[src/rtl/rule_firing_engine_pkg.sv]
// Shared definitions for the interval type-2 rule firing engine.
// Holds the FSM encoding, the rule-base geometry and the rule index decode helpers.
package rule_firing_engine_pkg;

    typedef enum logic [1:0] {
        ST_IDLE = 2'd0,
        ST_LOAD = 2'd1,
        ST_EVAL = 2'd2,
        ST_DONE = 2'd3
    } state_e;

    localparam int N_RULES = 9;
    localparam int N_SETS  = 3;
    localparam int N_CONS  = 3;

    localparam logic [1:0] CONS_OFF  = 2'd3;
    localparam logic [3:0] LAST_RULE = 4'(N_RULES - 1);

    localparam logic [2*N_RULES-1:0] RULE_CONS_DEFAULT = 18'b10_10_01_10_01_00_01_00_00;

    // Rule k = 3*i + j: i selects the input-1 set, j the input-2 set.
    function automatic logic [1:0] rule_set_in1(input logic [3:0] k);
        logic [1:0] i;
        case (k)
            4'd0, 4'd1, 4'd2: i = 2'd0;
            4'd3, 4'd4, 4'd5: i = 2'd1;
            default:          i = 2'd2;
        endcase
        return i;
    endfunction

    function automatic logic [1:0] rule_set_in2(input logic [3:0] k);
        logic [1:0] j;
        case (k)
            4'd0, 4'd3, 4'd6: j = 2'd0;
            4'd1, 4'd4, 4'd7: j = 2'd1;
            default:          j = 2'd2;
        endcase
        return j;
    endfunction

    function automatic logic [1:0] rule_cons(input logic [2*N_RULES-1:0] tab,
                                             input logic [3:0]           k);
        logic [1:0] c;
        c = CONS_OFF;
        for (int r = 0; r < N_RULES; r++) begin
            if (k == 4'(r)) c = tab[2*r +: 2];
        end
        return c;
    endfunction

endpackage

[src/rtl/rule_firing_engine_minmax_unit.sv]
// Combinational firing step: min of two antecedent grades, then max against
// the running aggregate for the selected consequent set.
module minmax_unit #(
    parameter int W = 8
) (
    input  logic [W-1:0] grade_a,
    input  logic [W-1:0] grade_b,
    input  logic [W-1:0] acc,
    output logic [W-1:0] fire,
    output logic [W-1:0] acc_max
);

    always_comb begin
        fire    = (grade_a < grade_b) ? grade_a : grade_b;
        acc_max = (fire > acc) ? fire : acc;
    end

endmodule

[src/rtl/rule_firing_engine.sv]
// Serial 9-rule interval type-2 inference: one rule per enabled cycle, max-aggregated
// per consequent set, results published with a one-cycle Valid pulse.
module rule_firing_engine
    import rule_firing_engine_pkg::*;
#(
    parameter int                   W         = 8,
    parameter logic [2*N_RULES-1:0] RULE_CONS = RULE_CONS_DEFAULT
) (
    input  logic         clk,
    input  logic         RESET,
    input  logic         EN_SCLK,
    input  logic         Start,
    input  logic [W-1:0] FOU_01_UP,
    input  logic [W-1:0] FOU_02_UP,
    input  logic [W-1:0] FOU_03_UP,
    input  logic [W-1:0] FOU_01_LOW,
    input  logic [W-1:0] FOU_02_LOW,
    input  logic [W-1:0] FOU_03_LOW,
    input  logic [W-1:0] FOU_04_UP,
    input  logic [W-1:0] FOU_05_UP,
    input  logic [W-1:0] FOU_06_UP,
    input  logic [W-1:0] FOU_04_LOW,
    input  logic [W-1:0] FOU_05_LOW,
    input  logic [W-1:0] FOU_06_LOW,
    input  logic [5:0]   Ativo_UP,
    output logic [W-1:0] OUT_1_UP,
    output logic [W-1:0] OUT_2_UP,
    output logic [W-1:0] OUT_3_UP,
    output logic [W-1:0] OUT_1_LOW,
    output logic [W-1:0] OUT_2_LOW,
    output logic [W-1:0] OUT_3_LOW,
    output logic         Busy,
    output logic         Valid,
    output state_e       dbg_state
);

    localparam int N_GRADES = 2 * N_SETS;

    state_e       state_q, state_d;
    logic [3:0]   cnt_q, cnt_d;
    logic [5:0]   act_q, act_d;
    logic         valid_q, valid_d;
    logic         busy;
    logic [W-1:0] g_up_q  [N_GRADES];
    logic [W-1:0] g_up_d  [N_GRADES];
    logic [W-1:0] g_low_q [N_GRADES];
    logic [W-1:0] g_low_d [N_GRADES];
    logic [W-1:0] acc_up_q  [N_CONS];
    logic [W-1:0] acc_up_d  [N_CONS];
    logic [W-1:0] acc_low_q [N_CONS];
    logic [W-1:0] acc_low_d [N_CONS];
    logic [W-1:0] out_up_q  [N_CONS];
    logic [W-1:0] out_up_d  [N_CONS];
    logic [W-1:0] out_low_q [N_CONS];
    logic [W-1:0] out_low_d [N_CONS];

    logic [1:0]   rule_i, rule_j, cons, acc_sel;
    logic [2:0]   idx_a, idx_b;
    logic         rule_act;
    logic [W-1:0] fire_up, fire_low, max_up, max_low;

    // ---------------- FSM: state register ----------------
    always_ff @(posedge clk or negedge RESET) begin
        if (!RESET) begin
            state_q <= ST_IDLE;
        end else if (EN_SCLK) begin
            state_q <= state_d;
        end
    end

    // ---------------- FSM: next state ----------------
    always_comb begin
        state_d = state_q;
        case (state_q)
            ST_IDLE: if (Start) state_d = ST_LOAD;
            ST_LOAD: state_d = ST_EVAL;
            ST_EVAL: if (cnt_q == LAST_RULE) state_d = ST_DONE;
            ST_DONE: state_d = ST_IDLE;
            default: state_d = ST_IDLE;
        endcase
    end

    // ---------------- FSM: outputs ----------------
    always_comb begin
        busy    = (state_q != ST_IDLE);
        valid_d = (state_q == ST_DONE);
    end

    // ---------------- rule decode for the current counter value ----------------
    always_comb begin
        rule_i   = rule_set_in1(cnt_q);
        rule_j   = rule_set_in2(cnt_q);
        cons     = rule_cons(RULE_CONS, cnt_q);
        acc_sel  = (cons == CONS_OFF) ? 2'd0 : cons;
        idx_a    = {1'b0, rule_i};
        idx_b    = 3'd3 + {1'b0, rule_j};
        rule_act = act_q[3'd5 - {1'b0, rule_i}] && act_q[3'd2 - {1'b0, rule_j}]
                   && (cons != CONS_OFF);
    end

    minmax_unit #(.W(W)) u_minmax_up (
        .grade_a (g_up_q[idx_a]),
        .grade_b (g_up_q[idx_b]),
        .acc     (acc_up_q[acc_sel]),
        .fire    (fire_up),
        .acc_max (max_up)
    );

    minmax_unit #(.W(W)) u_minmax_low (
        .grade_a (g_low_q[idx_a]),
        .grade_b (g_low_q[idx_b]),
        .acc     (acc_low_q[acc_sel]),
        .fire    (fire_low),
        .acc_max (max_low)
    );

    // ---------------- datapath next-state ----------------
    always_comb begin
        cnt_d     = cnt_q;
        act_d     = act_q;
        g_up_d    = g_up_q;
        g_low_d   = g_low_q;
        acc_up_d  = acc_up_q;
        acc_low_d = acc_low_q;
        out_up_d  = out_up_q;
        out_low_d = out_low_q;
        case (state_q)
            ST_IDLE: begin
                // Inputs are captured on the accepting edge so Start alone defines the sample.
                if (Start) begin
                    g_up_d  = '{FOU_01_UP, FOU_02_UP, FOU_03_UP,
                                FOU_04_UP, FOU_05_UP, FOU_06_UP};
                    g_low_d = '{FOU_01_LOW, FOU_02_LOW, FOU_03_LOW,
                                FOU_04_LOW, FOU_05_LOW, FOU_06_LOW};
                    act_d   = Ativo_UP;
                end
            end
            ST_LOAD: begin
                cnt_d = '0;
                for (int c = 0; c < N_CONS; c++) begin
                    acc_up_d[c]  = '0;
                    acc_low_d[c] = '0;
                end
            end
            ST_EVAL: begin
                if (rule_act) begin
                    acc_up_d[acc_sel]  = max_up;
                    acc_low_d[acc_sel] = max_low;
                end
                cnt_d = cnt_q + 4'd1;
            end
            ST_DONE: begin
                out_up_d  = acc_up_q;
                out_low_d = acc_low_q;
            end
            default: ;
        endcase
    end

    always_ff @(posedge clk or negedge RESET) begin
        if (!RESET) begin
            cnt_q   <= '0;
            act_q   <= '0;
            valid_q <= 1'b0;
            for (int s = 0; s < N_GRADES; s++) begin
                g_up_q[s]  <= '0;
                g_low_q[s] <= '0;
            end
            for (int c = 0; c < N_CONS; c++) begin
                acc_up_q[c]  <= '0;
                acc_low_q[c] <= '0;
                out_up_q[c]  <= '0;
                out_low_q[c] <= '0;
            end
        end else if (EN_SCLK) begin
            cnt_q     <= cnt_d;
            act_q     <= act_d;
            valid_q   <= valid_d;
            g_up_q    <= g_up_d;
            g_low_q   <= g_low_d;
            acc_up_q  <= acc_up_d;
            acc_low_q <= acc_low_d;
            out_up_q  <= out_up_d;
            out_low_q <= out_low_d;
        end
    end

    assign OUT_1_UP  = out_up_q[0];
    assign OUT_2_UP  = out_up_q[1];
    assign OUT_3_UP  = out_up_q[2];
    assign OUT_1_LOW = out_low_q[0];
    assign OUT_2_LOW = out_low_q[1];
    assign OUT_3_LOW = out_low_q[2];
    assign Busy      = busy;
    assign Valid     = valid_q;
    assign dbg_state = state_q;

    // fire_up/fire_low are the per-rule strengths; only the aggregate is stored.
    logic unused_fire;
    assign unused_fire = ^{fire_up, fire_low};

endmodule

[config.mk]
export PLATFORM = sky130hd
export DESIGN_NAME = rule_firing_engine
export DESIGN_NICKNAME = d
export VERILOG_FILES = /design/src/rtl/rule_firing_engine_pkg.sv /design/src/rtl/rule_firing_engine_minmax_unit.sv /design/src/rtl/rule_firing_engine.sv
export SDC_FILE = /design/constraint.sdc
export NUM_CORES = 1
export LEC_CHECK = 0
export ABC_AREA = 1
export CORE_MARGIN = 2
export CORE_UTILIZATION = 55
export CTS_BUF_LIST = sky130_fd_sc_hd__clkbuf_16
export DETAILED_ROUTE_END_ITERATION = 8
export DONT_BUFFER_PORTS = 1
export PLACE_DENSITY_LB_ADDON = 0.1
export SLEW_MARGIN = 10
export SYNTH_ARGS = -nofsm -noshare
export SYNTH_HDL_FRONTEND = slang
export SYNTH_SLANG_ARGS = --single-unit
export TNS_END_PERCENT = 100
[constraint.sdc]
create_clock -name clk -period 10.5 [get_ports clk]
set_clock_uncertainty 0.2 [all_clocks]
set_input_delay 2.1 -clock clk [delete_from_list [all_inputs] [get_ports clk]]
set_output_delay 2.1 -clock clk [all_outputs]
set_load 0.05 [all_outputs]
### Word-level counts from Yosys, hierarchy flattened

Index checks and enable logic that the tools add are counted.

* bits in registers: 205
* bits of input ports: 106
* output and inout bits: 52
* logic and storage cells: 127

* add/subtract/negate cells: 4
* order comparisons: 10
* equality and inequality tests: 16
* muxes and demuxes: 50
* bitwise operators: 3
* reductions and logical operators: 16

Operator list (count)
* 8-bit two-way mux: 17
* 8-bit binary-select mux with 3-bit select: 4
* 24-bit case mux with 2 select lines: 2
* 24-bit bitwise mux: 2
* 24-bit two-way mux: 2
* 8-bit binary-select mux with 2-bit select: 2
* 2-bit two-way mux: 12
* 8-bit demux with 2-bit select: 1
* 4-bit by 3-bit == test with 1-bit output, second input constant: 4
* 8-bit greater-than comparator: 2
* 8-bit less-than comparator: 2
* 3-bit OR reduction: 4
* 3-bit AND reduction: 3
* 4-bit by 2-bit == test with 1-bit output, second input constant: 2
* 4-bit >= comparator, second input constant: 2
* 3-bit by 4-bit less-than comparator with 1-bit output, second input constant: 2
* 2-bit != test, second input constant: 4
* 2-bit case mux with 2 select lines: 2
* 2-bit case mux with 4 select lines: 1
* 4-bit case mux with 2 select lines: 1
* 1-bit binary-select mux with 3-bit select: 2
* 2-bit == test, second input constant: 3
* 4-bit by 1-bit adder with 4-bit output, second input constant: 1
* 4-bit by 1-bit == test with 1-bit output, second input constant: 1
* other kinds (16): 21

### Depth between registers and ports, before layout

Gate-level depths: netlist of run 1.

* depth in word-level cells: 21
* gate-level depth with buffers: 31
* gate-level depth less buffers: 30

### By module

From an unflattened synthesis of run 1, not the netlist that was laid out.

* cell total of the unflattened synthesis: 1146
* area, all modules: 10473.8 um^2

Modules (own cells, without submodules)
* rule_firing_engine: times used 1, cells each 890, area each 9057.4 um^2
* minmax_unit: times used 2, cells each 128, area each 708.2 um^2

### Least setup slack after synthesis of run 1

OpenSTA, ideal clock, no wires.

* kind: flip-flop to flip-flop
* from: reg cnt_q[0]
* to: reg acc_up_q[22] (netlist bit)
* library setup time: 65 ps
* arrival time: 4754 ps
* required time: 10235 ps
* slack: 5482 ps
* stages on the path, launching flop included: 27
* buffers on the path: 2
* period minus slack after synthesis: 5018 ps
* path through: dfrtp_1 inv_1 ha_1 nand3_4 nand3_2 buf_6 buf_2 mux2i_1 nor2_1 a21oi_1 inv_1 ha_1 a21oi_1 nor2_1 a211oi_2 nand2_8 nand2_2 nand2_1 ha_1 nand2_1 nor2_1 nand2_1 o31ai_1 inv_1 nand3_2 nand3_1 nand2_1

* cells in the longest elaborated chain, start to end: 21

Ends and longest elaborated chain
* from (decl): RTL line rule_firing_engine.sv:40 `logic [3:0] cnt_q, cnt_d;`
* from (signal assigned): RTL line rule_firing_engine.sv:176 `cnt_q <= cnt_d;`
* parallel branches: the longest is 21 deep, another holds 8-bit less-than comparator
* to (signal assigned): RTL line rule_firing_engine.sv:181 `acc_up_q <= acc_up_d;`
* to (decl): RTL line rule_firing_engine.sv:48 `logic [W-1:0] acc_up_q [N_CONS];`

Parallel ways; which one is timed is not known. The select of a mux whose other input is x is not followed.
A chain may end at the register's enable or synchronous reset.

### Worst setup path in the final report of run 1

* from: reg cnt_q[0]
* to: reg acc_up_q[16] (netlist bit)

The elaborated chain is that of the path after synthesis.

==> results of run 1 <==
## logic make-up after synthesis
| kind of cell | after synthesis | synth area share, % |
|---|---|---|
| adders and majority gates | 42 | 5.06 |
| muxes | 102 | 11.0 |
| AOI/OAI and AO/OA | 162 | 9.16 |
| DFF | 205 | 49.4 |
| and+or+nand+nor | 434 | 19.2 |
| buffers and inverters | 157 | 6.18 |
| xor gates and xnor gates | 1 | 0.0843 |
## path summary, 6_finish.rpt
path                              start            to  slack (ns)  cells after the start
max                            cnt_q[0]  acc_up_q[16]        3.74                     24
min                        acc_up_q[19]  acc_up_q[19]        0.28                      2
max reg2reg                    cnt_q[0]  acc_up_q[16]        3.74                     24
min reg2reg                acc_up_q[19]  acc_up_q[19]        0.28                      2
max in group asynchronous         RESET      cnt_q[2]        8.51                      0
min in group asynchronous         RESET  acc_up_q[10]        1.08                      0
## cells in the mapped netlist
library cell | count | area [um2]
nor2_2 | 6 | 37.5
o22ai_1 | 8 | 50.1
nor2_1 | 50 | 188
inv_2 | 4 | 15.0
clkinv_1 | 1 | 3.75
clkbuf_1 | 26 | 97.6
nor2_4 | 1 | 11.3
mux2i_1 | 8 | 80.1
o221ai_1 | 9 | 78.8
nand4_1 | 5 | 31.3
inv_1 | 109 | 409
nand2_8 | 1 | 20.0
nand2_2 | 11 | 68.8
mux2_2 | 94 | 1060
buf_6 | 3 | 33.8
or2_2 | 7 | 43.8
nand3_4 | 2 | 35.0
a31o_2 | 1 | 8.76
nand3_1 | 78 | 390
o21ai_0 | 37 | 185
a221oi_1 | 1 | 8.76
ha_1 | 42 | 526
a211oi_2 | 2 | 25.0
buf_1 | 4 | 15.0
o211ai_1 | 3 | 22.5
nor3_1 | 1 | 5.00
o21ai_2 | 1 | 8.76
a22oi_1 | 20 | 150
buf_2 | 3 | 15.0
buf_4 | 7 | 52.6
nand2_4 | 3 | 33.8
o21ai_1 | 2 | 10.0
dfrtp_1 | 205 | 5130
and3_1 | 2 | 12.5
and2_1 | 2 | 12.5
xor2_1 | 1 | 8.76
a21oi_1 | 73 | 365
nand3_2 | 17 | 170
o21a_1 | 3 | 22.5
nand2_1 | 248 | 931
o31ai_1 | 2 | 15.0
## worst reg2reg max path, cell delays in order, from the launching register on
cell	delay, ns
dfrtp_1	0.37
inv_1	0.09
ha_1	0.28
nand3_4	0.15
nand3_2	0.46
nor2_2	1.03
nor2_1	0.12
a21oi_1	0.16
inv_1	0.08
ha_1	0.31
a21oi_1	0.13
nor2_1	0.06
a211oi_2	0.61
nand2_8	0.14
nand2_2	0.10
nand2_1	0.05
ha_1	0.29
nand2_1	0.07
nor2_1	0.13
nand2_1	0.07
o31ai_1	0.89
inv_1	0.48
nand3_2	0.22
nand3_1	0.09
nand2_1	0.10
## metal layers
metal  GRT usage, %  share of wire [%]  vias up  routed length (um)
met5              0               0.17        -                  41
met4           6.58                2.4        8                 579
met3           8.20                9.0       45                2130
met2           34.6                 42      215                9980
met1           35.3                 46     3524               11000
li1               -                  -     3657                   -
## registers in the layout (all words and copies together), names as in the netlist
signal,flops
OUT_2_UP,8
act_q,6
OUT_1_UP,8
OUT_3_UP,8
cnt_q,4
acc_low_q,24
Valid,1
OUT_3_LOW,8
OUT_2_LOW,8
g_low_q,48
g_up_q,48
OUT_1_LOW,8
dbg_state,2
acc_up_q,24
## final cells by class
cell class,instances,area [um2],area share (%)
Antenna cell,4,10.0,0.0888
Clock buffer,23,576,5.11
Clock inverter,19,168,1.49
Inverter,114,428,3.80
Multi-Input combinational cell,741,4630,41.1
Sequential cell,205,5130,45.5
Tap cell,234,293,2.60
Timing Repair Buffer,5,37.5,0.333
## per-stage QoR
step / hold WS (ns) / cell area, um2
4_1_cts: 0.281 / 11300
5_1_grt: 0.293 / 11300
6_report: 0.276 / 11300
3_3_place_gp: 0.265 / 10500
2_1_floorplan: 0.249 / 10400
3_5_place_dp: 0.266 / 10500
==> run_results.csv, run 1 <==
group,metric,value,unit
timing,max_freq,0.148,GHz
clock_tree,clkTransAtPathRegs,0.06,ns
synth,ys_ff_latch,205,
clock_tree,cts_made_buffers,23,
worst_setup_path,cp.required,10.74,ns
clock_tree,htree_levels,1,
synth,synth_cell_types,41,
route,num_vias,7449,
route,initialDrtViolationCount,488,
clock_tree,clockBufferDepth,3,
worst_setup_path,cp.buffers_inverters,3,
synth,synth_warnings,0,
clock_tree,post_cts_resize_count,0,
global_routing,grt_pass1_wl,38500,um
worst_setup_path,path_cells,"inv_1 > ha_1 > nand3_4 > nand3_2 > nor2_2 > nor2_1 > a21oi_1 > inv_1 > ha_1 > a21oi_1 > nor2_1 > a211oi_2 > nand2_8 > nand2_2 > nand2_1 > ha_1 > nand2_1 > nor2_1 > nand2_1 > o31ai_1 > inv_1 > nand3_2 > nand3_1 > nand2_1",
worst_setup_path,cp_max_fo,29,
final_layout,final_cell_mix,"247 x nand2_1, 205 x dfrtp_1, 116 x inv_1",
final_layout,finalNetCount,1238,
placement,hpwl,16500,um
worst_setup_path,max_stage_delay,1.03,ns
clock_tree,postCtsSetupRepairBufs,0,
synth,synth_nets,1251,
timing,finalCritPeriodShare,64.4,%
placement,pre_cts_slack,3.80,ns
synth,synth_seq_area_share,49.4,%
timing,setup_ws,3.74,ns
synth,syn_inst,1103,
worst_setup_path,startpoint_type,"flip-flop",
clock_tree,cts_hold_buf,0,
clock_tree,cts_tree,"built",
clock_tree,insertion_delay,0.53,ns
global_routing,overflow,0,
floorplanning,num_io_pins,158,
floorplanning,initial_core_util,55.7,%
global_routing,grt_max_degree,206,
synth,syn_area_per_cell,9.42,um2
timing,tightest_slew,1.10,ns
final_layout,drive_above_1_share,17.1,%
floorplanning,core_area,0.0186,mm2
route,ant_nets,0,
final_layout,stdcell_count,1345,
timing,finalSetupViolCount,0,
timing,slew_violations,0,
floorplanning,dieHeight,141,um
route,drc,0,
route,dr.pass1.iters,5,
worst_setup_path,crit_path_end_kind,"flip-flop",
timing,maxSlewHeadroom,26.4,%
final_layout,layout_commonest_cell,"nand2_1",
final_layout,fill_cells,1627,
worst_hold_path,min_path_type,"flip-flop to flip-flop",
route,post_drt_wl_per_cell,17.7,um
placement,gp_congestion,0.874,
worst_setup_path,crit_type,"flip-flop to flip-flop",
clock_tree,clock_sinks,205,
final_layout,area_delta_synth_final,8.52,%
timing,post-route-min-period,6.76,ns
route,routed_via_density,5.54,
global_routing,grt_pass1_vias,7171,
worst_setup_path,critPathSlowestCell,"nor2_2",
floorplanning,dieArea,0.0200,mm2
worst_setup_path,crit_family,"simple AND/OR/NAND/NOR gates",
worst_setup_path,critPathMostFrequentCell,"nand2_1",
global_routing,grt_use_total,24.2,%
floorplanning,row_count,50,
timing,rsz0062_at_grt,"false",
route,wirelength,23800,um
timing,finalSetupTns,0,ns
placement,place_inst,1299,
clock_tree,root_buffer,"clkbuf_16",
worst_setup_path,crit_arrival,7.00,ns
job,max_cap_viol_count,0,
timing,hold_violations,0,
synth,synthesis.area,0.0104,mm2
global_routing,antenna_found_initial,8,
placement,port_buffers,0,
floorplanning,die_x,141,um
final_layout,utilization,60.5,%
status,status,"completed",
Power of run 1 is not shown: default switching activity piles up to over one toggle a cycle in this logic, so the estimate is an artifact.
==> inputs of run 2 (changes only) <==
==> constraint.sdc (replaced) <==
create_clock -name clk -period 6.2 [get_ports clk]
set_clock_uncertainty 0.2 [all_clocks]
set_input_delay 1.24 -clock clk [delete_from_list [all_inputs] [get_ports clk]]
set_output_delay 1.24 -clock clk [all_outputs]
set_load 0.05 [all_outputs]
==> run 2 against run 1 <==
  * Die area unchanged
  * Global-route usage increased by 0.64 points
  * Design area grew 0.19%
  * Sequential share of layout area fell by 0.086 points
  * Critical path depth decreased by 1
  * Register-to-register slack worse by 3.0 ns
  * Worst hold slack worse by 0.038 ns
  * Flip-flop and latch count is the same
  * Highest routed layer unchanged
==> run_results.csv, run 2 (synthesized netlist as in run 1, its figures left out) <==
group,metric,value,unit
status,status,"completed",
placement,gp_congestion,0.932,
clock_tree,clock_sinks,205,
global_routing,antenna_found_initial,4,
timing,max_freq,0.182,GHz
job,max_cap_viol_count,0,
placement,pre_cts_slack,0.193,ns
worst_setup_path,cp.required,6.43,ns
floorplanning,initial_core_util,55.7,%
worst_hold_path,min_path_type,"primary input to async pin",
timing,slew_violations,0,
timing,finalSetupTns,0,ns
placement,hpwl,17200,um
worst_setup_path,startpoint_type,"flip-flop",
clock_tree,cts_made_buffers,22,
timing,finalSetupViolCount,0,
timing,finalCritPeriodShare,88.8,%
placement,port_buffers,0,
global_routing,grt_pass1_vias,7528,
timing,setup_ws,0.695,ns
floorplanning,num_io_pins,158,
global_routing,grt_pass1_wl,39700,um
placement,post_dp_cell_area,0.0106,mm2
floorplanning,dieHeight,141,um
floorplanning,core_area,0.0186,mm2
global_routing,grt_use_total,24.9,%
clock_tree,cts_tree,"built",
route,initialDrtViolationCount,463,
timing,post-route-min-period,5.51,ns
placement,place_inst,1304,
route,wirelength,24200,um
final_layout,stdcell_count,1345,
route,ant_nets,0,
clock_tree,cts_hold_buf,0,
worst_setup_path,cp_max_fo,19,
route,post_drt_wl_per_cell,18.0,um
final_layout,final_cell_mix,"247 x nand2_1, 205 x dfrtp_1, 111 x inv_1",
final_layout,area_delta_synth_final,8.72,%
floorplanning,row_count,50,
clock_tree,clockBufferDepth,3,
clock_tree,insertion_delay,0.51,ns
final_layout,final_cell_area,0.0113,mm2
final_layout,fill_cells,1693,
global_routing,grt_max_degree,206,
route,num_vias,7482,
final_layout,largestRegisters,"g_low_q x48, g_up_q x48",
worst_setup_path,crit_type,"flip-flop to flip-flop",
route,drc,0,
final_layout,drive_above_1_share,17.4,%
route,routed_via_density,5.56,
timing,maxSlewHeadroom,38.3,%
floorplanning,die_x,141,um
clock_tree,root_buffer,"clkbuf_16",
floorplanning,dieArea,0.0200,mm2
final_layout,layout_commonest_cell,"nand2_1",
clock_tree,htree_levels,1,
route,dr.pass1.iters,5,
timing,hold_violations,0,
global_routing,overflow,0,
final_layout,finalNetCount,1242,
clock_tree,postCtsSetupRepairBufs,0,
worst_setup_path,crit_arrival,5.73,ns
timing,rsz0062_at_grt,"false",
clock_tree,clkTransAtPathRegs,0.06,ns
worst_setup_path,crit_path_end_kind,"flip-flop",
timing,tightest_slew,0.923,ns
## run 2: cell types whose count changed in the layout (fill, tap and decap cells not counted), sizes merged
cell	before	now
inv	122	115
buf	5	10
clkinv	8	11
diode	4	2
clkinvlp	0	1
## run 2: final cells by class
class / count / area [um2] / area share, %
well taps: 234 / 293 / 2.59
multi-input cells: 741 / 4640 / 41.1
repair buffers: 10 / 75.1 / 0.665
flip-flops and latches: 205 / 5130 / 45.4
clock inverters: 16 / 146 / 1.30
inverters: 114 / 428 / 3.79
diodes: 2 / 5.00 / 0.0443
clock buffers: 23 / 576 / 5.10
## run 2: worst max-delay path: stages (launching register included)
cell and delay, ns:
dfrtp_1 0.40, inv_1 0.13, ha_1 0.28, nand3_4 0.16
nand3_2 0.15, buf_4 0.30, mux2i_1 0.26, nor2_1 0.06
a21oi_1 0.14, inv_1 0.10, ha_1 0.32, a21oi_1 0.15
nor2_1 0.06, a211oi_2 0.51, nand2_4 0.15, nand2_1 0.12
nand2_1 0.06, ha_1 0.31, nand4_1 0.15, o31ai_2 0.63
inv_1 0.36, nand3_1 0.23, nand3_1 0.09, nand2_1 0.11
## run 2: timing repair
action                     CTS  global route
hold endpoints to repair     0             0
setup endpoints to repair    0            48
gates resized for setup      0             2
## run 2: routing by layer
layer | GRT usage [%] | vias to the layer above | part of all wire, % | routed length (um)
li1 | - | 3667 | - | -
met1 | 35.1 | 3549 | 47 | 11300
met2 | 37.9 | 221 | 43 | 10500
met3 | 6.55 | 41 | 7.3 | 1770
met4 | 7.63 | 4 | 2.6 | 638
met5 | 0 | - | 0.091 | 22
## run 2: path summary, 6_finish.rpt
kind | start | end | slack, ns | cells past startpoint
hold / removal | RESET | OUT_3_UP[2] | 0.24 | 0
max in group asynchronous | RESET | cnt_q[1] | 5.11 | 0
setup / recovery | cnt_q[0] | acc_low_q[23] | 0.69 | 23
hold reg to reg | acc_low_q[22] | acc_low_q[22] | 0.28 | 2
setup reg to reg | cnt_q[0] | acc_low_q[23] | 0.69 | 23
min in group clk | acc_low_q[22] | acc_low_q[22] | 0.28 | 2
## run 2: metrics by stage
step | utilization (%) | hold WS, ns
global route | 60.6 | 0.216
detailed placement | 56.6 | 0.265
CTS | 60.5 | 0.220
floorplan | - | 0.249
global placement | 56.6 | 0.264
finish | 60.6 | 0.239
Power of run 2 is left out for the same reason.
